<file path="src/rtl/aud_pkg.sv">
// rtl/aud_pkg.sv - shared types and constants for the I2S audio player
package aud_pkg;

    typedef enum logic [1:0] {
        S_IDLE,
        S_SHIFT,
        S_PAD
    } player_state_e;

    localparam int AUD_DATA_W = 16;

endpackage

</file>
<file path="src/rtl/aud_lrck_edge.sv">
// rtl/aud_lrck_edge.sv - LRCK edge detector; the first edge after reset only arms it
module aud_lrck_edge (
    input  logic i_clk,
    input  logic i_rst,
    input  logic i_daclrck,
    output logic o_rise,
    output logic o_fall
);

    logic lrck_d_r;
    logic armed_r;
    logic lrck_edge;

    assign lrck_edge = i_daclrck ^ lrck_d_r;

    always_ff @(posedge i_clk or posedge i_rst) begin
        if (i_rst) begin
            lrck_d_r <= 1'b0;
            armed_r  <= 1'b0;
        end else begin
            lrck_d_r <= i_daclrck;
            if (lrck_edge) begin
                armed_r <= 1'b1;
            end
        end
    end

    // Unarmed edges are swallowed so LRCK high at reset release is not a frame boundary
    assign o_rise = lrck_edge & armed_r & i_daclrck;
    assign o_fall = lrck_edge & armed_r & ~i_daclrck;

endmodule

</file>
<file path="src/rtl/aud_i2s_player.sv">
// rtl/aud_i2s_player.sv - mono PCM to WM8731 I2S DACDAT serialiser; AUD_PLAYER_VOLUME_EN adds i_vol_shift
module aud_i2s_player
    import aud_pkg::*;
#(
    parameter int DATA_W = AUD_DATA_W,
    parameter int CNT_W  = 5
) (
    input  logic              i_clk,
    input  logic              i_rst,
    input  logic              i_en,
    input  logic              i_daclrck,
    input  logic [DATA_W-1:0] i_dac_data,
    input  logic              i_valid,
`ifdef AUD_PLAYER_VOLUME_EN
    input  logic [2:0]        i_vol_shift,
`endif
    output logic              o_aud_dacdat,
    output logic              o_busy,
    output logic              o_underrun,
    output logic              o_frame_err
);

    localparam logic [CNT_W-1:0] LAST_CNT = CNT_W'(DATA_W);

    player_state_e     state_r, state_n;
    logic [DATA_W-1:0] shift_r, shift_n;
    logic [DATA_W-1:0] frame_r, frame_n;
    logic [CNT_W-1:0]  bit_cnt_r, cnt_n;
    logic              dacdat_n, underrun_n, frame_err_n;

    logic              lrck_rise, lrck_fall;
    logic [DATA_W-1:0] sample_in, sample_left, load_word;
    logic              load_left, load_right;

    aud_lrck_edge u_lrck_edge (
        .i_clk     (i_clk),
        .i_rst     (i_rst),
        .i_daclrck (i_daclrck),
        .o_rise    (lrck_rise),
        .o_fall    (lrck_fall)
    );

    assign sample_in = i_valid ? i_dac_data : '0;

`ifdef AUD_PLAYER_VOLUME_EN
    // Attenuated value goes into frame_r, so the right channel reuses the left's shift
    assign sample_left = DATA_W'($signed(sample_in) >>> i_vol_shift);
`else
    assign sample_left = sample_in;
`endif

    always_ff @(posedge i_clk or posedge i_rst) begin
        if (i_rst) begin
            state_r      <= S_IDLE;
            shift_r      <= '0;
            frame_r      <= '0;
            bit_cnt_r    <= '0;
            o_aud_dacdat <= 1'b0;
            o_underrun   <= 1'b0;
            o_frame_err  <= 1'b0;
        end else begin
            state_r      <= state_n;
            shift_r      <= shift_n;
            frame_r      <= frame_n;
            bit_cnt_r    <= cnt_n;
            o_aud_dacdat <= dacdat_n;
            o_underrun   <= underrun_n;
            o_frame_err  <= frame_err_n;
        end
    end

    always_comb begin
        state_n     = state_r;
        shift_n     = shift_r;
        frame_n     = frame_r;
        cnt_n       = bit_cnt_r;
        dacdat_n    = 1'b0;
        underrun_n  = 1'b0;
        frame_err_n = 1'b0;
        load_left   = 1'b0;
        load_right  = 1'b0;
        load_word   = '0;

        case (state_r)
            S_IDLE: begin
                if (lrck_fall && i_en) begin
                    load_left = 1'b1;
                end
            end
            S_SHIFT: begin
                if (lrck_rise || lrck_fall) begin
                    // An edge landing right after the last bit is a full word, not an error
                    frame_err_n = (bit_cnt_r != LAST_CNT);
                    if (lrck_rise) begin
                        load_right = 1'b1;
                    end else if (i_en) begin
                        load_left = 1'b1;
                    end else begin
                        state_n = S_IDLE;
                    end
                end else if (bit_cnt_r == LAST_CNT) begin
                    state_n = S_PAD;
                end else begin
                    dacdat_n = shift_r[DATA_W-1];
                    shift_n  = shift_r << 1;
                    cnt_n    = bit_cnt_r + 1'b1;
                end
            end
            S_PAD: begin
                if (lrck_rise) begin
                    load_right = 1'b1;
                end else if (lrck_fall) begin
                    if (i_en) begin
                        load_left = 1'b1;
                    end else begin
                        state_n = S_IDLE;
                    end
                end
            end
            default: state_n = S_IDLE;
        endcase

        if (load_left) begin
            underrun_n = ~i_valid;
            frame_n    = sample_left;
            load_word  = sample_left;
        end else if (load_right) begin
            load_word  = frame_r;
        end

        // MSB leaves on the edge cycle itself, giving the I2S one-BCLK delay
        if (load_left || load_right) begin
            state_n  = S_SHIFT;
            dacdat_n = load_word[DATA_W-1];
            shift_n  = load_word << 1;
            cnt_n    = CNT_W'(1);
        end
    end

    assign o_busy = (state_r == S_SHIFT);

endmodule

</file>
<file path="config.mk">
export PLATFORM = sky130hd
export DESIGN_NAME = aud_i2s_player
export DESIGN_NICKNAME = d
export VERILOG_FILES = /design/src/rtl/aud_pkg.sv /design/src/rtl/aud_lrck_edge.sv /design/src/rtl/aud_i2s_player.sv
export SDC_FILE = /design/constraint.sdc
export NUM_CORES = 1
export LEC_CHECK = 0
export CAP_MARGIN = 30
export CELL_PAD_IN_SITES_DETAIL_PLACEMENT = 0
export CELL_PAD_IN_SITES_GLOBAL_PLACEMENT = 1
export CORE_ASPECT_RATIO = 1.5
export CORE_UTILIZATION = 44
export CTS_BUF_LIST = sky130_fd_sc_hd__clkbuf_16
export CTS_CLUSTER_SIZE = 24
export DETAILED_ROUTE_END_ITERATION = 16
export HOLD_SLACK_MARGIN = 0.12
export MAX_ROUTING_LAYER = met4
export PLACE_DENSITY_LB_ADDON = 0.1
export SYNTH_ARGS = -nofsm -noshare
export SYNTH_HDL_FRONTEND = slang
export SYNTH_HIERARCHICAL = 1
export SYNTH_SLANG_ARGS = --single-unit
</file>
<file path="constraint.sdc">
create_clock -name i_clk -period 2 [get_ports i_clk]
set_input_delay 0.3 -clock i_clk [delete_from_list [all_inputs] [get_ports i_clk]]
set_output_delay 0.3 -clock i_clk [all_outputs]
set_load 0.05 [all_outputs]
</file>
==> results of run 1 <==
[registers in the layout, indices dropped and copies added (netlist names)]
register,cells
frame_r,16
shift_r,15
bit_cnt_r,5
state_r,2
o_aud_dacdat,1
o_frame_err,1
o_underrun,1
u_lrck_edge/armed_r,1
u_lrck_edge/lrck_d_r,1
[cell type report]
class                   instances  area (um^2)
clock buffers                   5          125
clock inverters                 3         38.8
fillers                       357         1580
inverters                       7         26.3
multi-input cells             101          901
flip-flops and latches         43         1080
well taps                      46         57.6
repair buffers                 55          509
[placed cells by master, fill, tap and decap left out, types with 2 or more instances in the layout]
cell type	instances
a221o_1	16
a22o_1	30
and3_1	2
and3b_2	3
buf_12	2
buf_4	26
buf_6	4
clkbuf_16	5
clkdlybuf4s50_1	22
dfrtp_1	42
ha_1	4
inv_1	5
inv_2	2
nand2_1	4
nand2b_1	2
nand4_1	3
nor2_1	6
nor2_4	2
o211ai_1	2
o21ai_0	3
xor2_1	3
[layer usage]
| layer | track usage [%] | up-vias |
|---|---|---|
| met5 | - | - |
| met2 | 37.3 | 35 |
| met1 | 24.5 | 843 |
| met3 | 4.12 | 6 |
| li1 | - | 732 |
| met4 | 8.43 | 0 |
[what timing repair did]
action                     in CTS  in global routing
setup endpoints to repair      33                 27
setup buffers                   6                  2
cloned                          1                  0
pin swaps                       1                  1
gates resized for setup         7                  7
[stage by stage]
step	TNS (ns)	total power (uW)	area, um^2	hold WS (ns)
floorplan	0	2060	2030	0.0412
finish	0	3400	2740	0.199
detailed placement	-20.84	2420	2460	0.474
global route	-0.140	3570	2740	0.202
CTS	0	3390	2710	0.204
global placement	-17.10	2370	2460	0.466
[critical path, stage by stage, from the launching register on]
cell	delay [ns]
dfrtp_1	0.40
and3b_2	0.25
buf_4	0.15
o211ai_1	0.12
buf_4	0.15
buf_4	0.13
and3_4	0.18
buf_12	0.15
a221o_1	0.31
[power by group]
group	switching [uW]	total (uW)	leakage, uW	internal (uW)
combinational	523	1130	0.000638	611
sequential	195	1360	0.000559	1170
clock	320	902	0.0000812	582
total	1040	3400	0.00128	2360
[cells by family (layout without fill, tap and decap cells)]
group | after synthesis | after routing | synth area share (%)
adder cells (fa/ha/maj) | 6 | 6 | 3.71
multiplexers | 1 | 1 | 0.495
buffers and inverters | 16 | 70 | 4.58
AO/OA/AOI/OAI | 60 | 61 | 26.6
AND/OR/NAND/NOR | 29 | 29 | 9.65
XOR/XNOR | 4 | 4 | 1.73
flip-flops | 43 | 43 | 53.2
[worst max path at each step]
stage / slack [ns] / end / cells after the start / start
after global routing: -0.03 / frame_r[10] / 6 / state_r[1]
after floorplan: 0.10 / shift_r[10] / 8 / state_r[1]
after CTS: 0.02 / shift_r[2] / 8 / state_r[1]
final: 0.03 / shift_r[2] / 8 / u_lrck_edge/lrck_d_r
after detailed placement: -0.70 / frame_r[10] / 7 / i_daclrck
after global placement: -0.57 / frame_r[1] / 7 / i_daclrck
==> run metrics, run 1 <==
Layout Nets=240; worst r2r dst=shift_r[2]; DIE AREA=4880 um^2; Final HPWL DP=between 3000 and 4000 um; Synth area leaders=dfrtp_1 53%, a22o_1 13%, a221o_1 7.9%; cell area after synthesis=about 2000 um^2; die span in y=85.0 um; WL/cell=between 15 and 20 um; diode count=0; number of cell rows=29; syn nets=between 150 and 200; Core Region=about 4300 um^2; required time of the worst setup path=between 2 and 2.5 ns; final hold viol count=0; met1 wire length=approximately 2000 um; CP Launch Type=flop; Yosys top cell area share=53.2%; RR Startpoint=u_lrck_edge/lrck_d_r; Main synth FF type=dfrtp_1; Slew headroom=between 50% and 60%; Netlist cell types=36; leak pwr=around 0.0013 uW; vias in the first global route=around 1,700; CTS HTree Levels=2; post-layout minimum cycle time=between 1.5 and 2 ns; worst hold path class=in -> async; metal3 WL=149 um; final setup fails=0; share of post-route cells with drive strength above 1=a little over a quarter; unrepaired setup endpoints after global routing=true; Highest Signal Layer=met4; worst slew pin tran=about 0.67 ns; dpl ws=-0.698 ns; area leader, netlist=dfrtp_1; Avg Vias per Cell=just over 6; fmax=slightly above 500 MHz; DR DRC count=2; largest net degree at the start of global routing=between 40 and 50; fraction of registers with async set/reset=100%; hold_buf cts=0; WS Path Type=reg -> reg; fin crit share=between 90% and 100%; R2R Setup Slk=between 0.03 and 0.04 ns; via count=~1,600; worst skew pair latency=0.28 ns; CTS tree=built; Pwr Density=about 1200 nW/um^2; failing checks=DRC; CTS Sinks=between 40 and 50; Final WS setup=about 0.030 ns; Non-Filler Instances=between 200 and 300; first-pass GRT wire length=7830 um; GRT overflow=0; gpl congestion=~0.81; sequential area share after synthesis=between 50% and 60%; Placed Cells=approximately 240; utilization after layout=roughly 63%; io pins=25; top-count cell post-synth=dfrtp_1; Crit Path Max Fanout=16; Detailed Route WL=~4800 um; Yosys reg bits=43; met2 routed WL=2590 um; CTS Root Cell=clkbuf_16; DRT antenna net count=0; Tot GR Track Use=21.7%; Syn Area/Cell=12.7 um^2; Mapped Cells=between 150 and 200; drt pass-1 iters=10; initial antenna violation count=0; EDFF count, synth=0; CTS Buf Count=5; Die Span X=57.4 um; initial DRC count=82; worst vdd ir=roughly 0.60 mV; CP arrival=roughly 2.1 ns; Worst-path clk slew=around 0.060 ns; CP endpoint kind=flop; Area Overhead vs Synth=35.3%; final slew viol count=0; Reg2Reg Depth=8; port bufs=24; Commonest cells post-synth=43 x dfrtp_1, 30 x a22o_1, 16 x a221o_1; clock buffer depth=2; outcome=finished, violations left; initial core utilization=a little under half; Setup Skew=roughly 0.0055 ns; Yosys warning count=6; Max Cap Viol=0
Note: power is estimated with default switching activity, not from simulation.
==> run 2, diff against run 1 <==
SLEW_MARGIN = 30   (was default)
clock period = 2.2 ns   (was 2 ns; I/O delays follow)
==> run 2 against run 1 <==
Net effect: the run still ends with DRC left; die area did not move; routed wire length shrank 11%; via count fell by 7.9%; final area decreased by 8.2%; register-to-register slack gained 0.15 ns; highest routed layer unchanged; global-route usage fell by 1.6 points; sequential cell count unchanged; combinational power shrank 21%; critical path type unchanged.
==> run metrics, run 2 (same netlist as run 1, synthesis figures left out) <==
CTS Sinks=43 (unchanged); metal3 WL=164 um (+10%); sw power=884 uW (-15%); initial DRC count=41 (-50%); Highest Signal Layer=met4; initial core utilization=46.8% (unchanged); crit-path cells=inv_1 > ha_1 > o211ai_1 > a21oi_2 > a22o_1 > a221o_1; Worst path max stage delay=0.56 ns (+0.16 ns); internal power=1940 uW (-18%); Biggest register=frame_r; DRT antenna net count=0 (unchanged); io pins=25 (unchanged); CP endpoint kind=flop; worst slew pin tran=0.697 ns (+0.0303 ns); hold_buf cts=0 (unchanged); Slew headroom=53.5% (-1.9 points); CP Launch Type=flop; worst hold path class=in -> async; largest net degree at the start of global routing=42 (unchanged); CP arrival=2.23 ns (+0.11 ns); Placed Cells=231 (-4.9%); final setup fails=0 (unchanged); gpl congestion=0.803 (-0.95%); Layout Nets=219 (-8.8%); CTS Buf Count=5 (unchanged); WL/cell=17.9 um (-3.2%); CTS HTree Levels=2 (unchanged); CTS tree=built; Pwr Density=1120 nW/um^2 (-9.5%); Core Region=4320 um^2 (unchanged); worst vdd ir=0.503 mV (-17%); vias in the first global route=1,595 (-4.1%); Final HPWL DP=2850 um (-7.3%); highest-count cells in the layout ignoring fill and taps=43 x dfrtp_1, 30 x a22o_1, 23 x clkdlybuf4s50_1, 16 x a221o_1, 9 x buf_4; Tot GR Track Use=20.1% (-1.6 points); via count=1,488 (-7.9%); worst skew pair latency=0.28 ns (about the same); Die Span X=57.4 um (unchanged); drt pass-1 iters=10 (unchanged); met1 wire length=1950 um (-2.6%); failing checks=DRC; Worst-path clk slew=0.06 ns (about the same); diode count=0 (unchanged); port bufs=24 (unchanged); number of cell rows=29 (unchanged); outcome=finished, violations left; share of post-route cells with drive strength above 1=14.6% (-12 points); unrepaired setup endpoints after global routing=false; Comb power frac=31.6% (-1.8 points); Area Overhead vs Synth=24.1%; final hold viol count=0 (unchanged); Setup Fix Bufs, Post-CTS=0 (-6); Setup Skew=0.00412 ns (-0.00136 ns); Max Cap Viol=0 (unchanged); Slowest-stage cell, CP=a21oi_2; DP Area=2380 um^2 (-3.6%); cell family with the largest share of critical-path delay=compound AO/OA/AOI/OAI gates; Gates resized, CTS repair=0 (-7); most common cell after layout, fill and taps aside=dfrtp_1; met2 routed WL=2100 um (-19%); clock network power share=24.6% (-1.9 points); Avg Vias per Cell=6.25 (+0.59%); Sw Share=31.3% (+0.78 points); die span in y=85.0 um (unchanged); post-layout minimum cycle time=2.02 ns (+0.0477 ns); first-pass GRT wire length=7350 um (-6.2%); final slew viol count=0 (unchanged); Largest register FFs=16 (unchanged); fin crit share=91.7% (-6.8 points); leak pwr=0.00116 uW (-9.5%); final instance area=2510 um^2 (-8.2%); largest registers=frame_r (16), shift_r (15), bit_cnt_r (5); Crit Path Max Fanout=14 (-2); fmax=496 MHz (-2.4%); DIE AREA=4880 um^2 (unchanged); clock buffer depth=2 (unchanged); required time of the worst setup path=2.42 ns (+0.27 ns); GRT overflow=0 (unchanged); Buffers & Inverters on Critical Path=1 (-3); DR DRC count=2 (unchanged); initial antenna violation count=0 (unchanged); sequential power share=43.9% (+3.8 points); WS Path Type=reg -> reg; Non-Filler Instances=238 (-8.5%); Detailed Route WL=4270 um (-11%); CTS Root Cell=clkbuf_16
==> run 2: power groups by stage <==
stage / combinational (uW) / sequential (uW) / clock, uW
after detailed placement: 897 / 1240 / 0
final: 891 / 1240 / 693
after global routing: 980 / 1270 / 738
after floorplan: 638 / 1220 / 0
after CTS: 898 / 1240 / 715
after global placement: 866 / 1240 / 0
==> run 2: worst paths after layout <==
kind	from	to	slack, ns	cells after the start
max	state_r[1]	shift_r[10]	0.18	6
min	i_rst	u_lrck_edge/armed_r	0.23	2
max reg2reg	state_r[1]	shift_r[10]	0.18	6
min reg2reg	u_lrck_edge/armed_r	u_lrck_edge/armed_r	0.49	1
max in group asynchronous	i_rst	frame_r[14]	1.32	3
min in group i_clk	u_lrck_edge/armed_r	u_lrck_edge/armed_r	0.49	1
==> run 2: cell type report <==
class	count	area, um^2
sequential	43	1080
clock inverter	2	8.76
tap	46	57.6
timing repair buffer	35	358
clock buffer	5	125
inverter	7	26.3
multi-input combinational	100	858
fill	378	1810
==> run 2: through the flow <==
stage	worst slack (ns)	hold slack, ns	util (%)	setup TNS [ns]	power (uW)
4_1_cts	0.181	0.224	58.1	0	2850
6_report	0.182	0.229	58.1	0	2820
5_1_grt	0.0298	0.231	58.1	0	2990
3_3_place_gp	-0.0512	0.466	55.0	-0.400	2100
3_5_place_dp	-0.0678	0.481	55.0	-0.816	2140
2_1_floorplan	0.170	0.0712	-	0	1860
==> run 2: per-layer routing <==
metal	GRT usage [%]	vias to the layer above
met3	3.81	5
met1	25.5	761
li1	-	686
met5	-	-
met2	31.5	36
met4	7.54	0
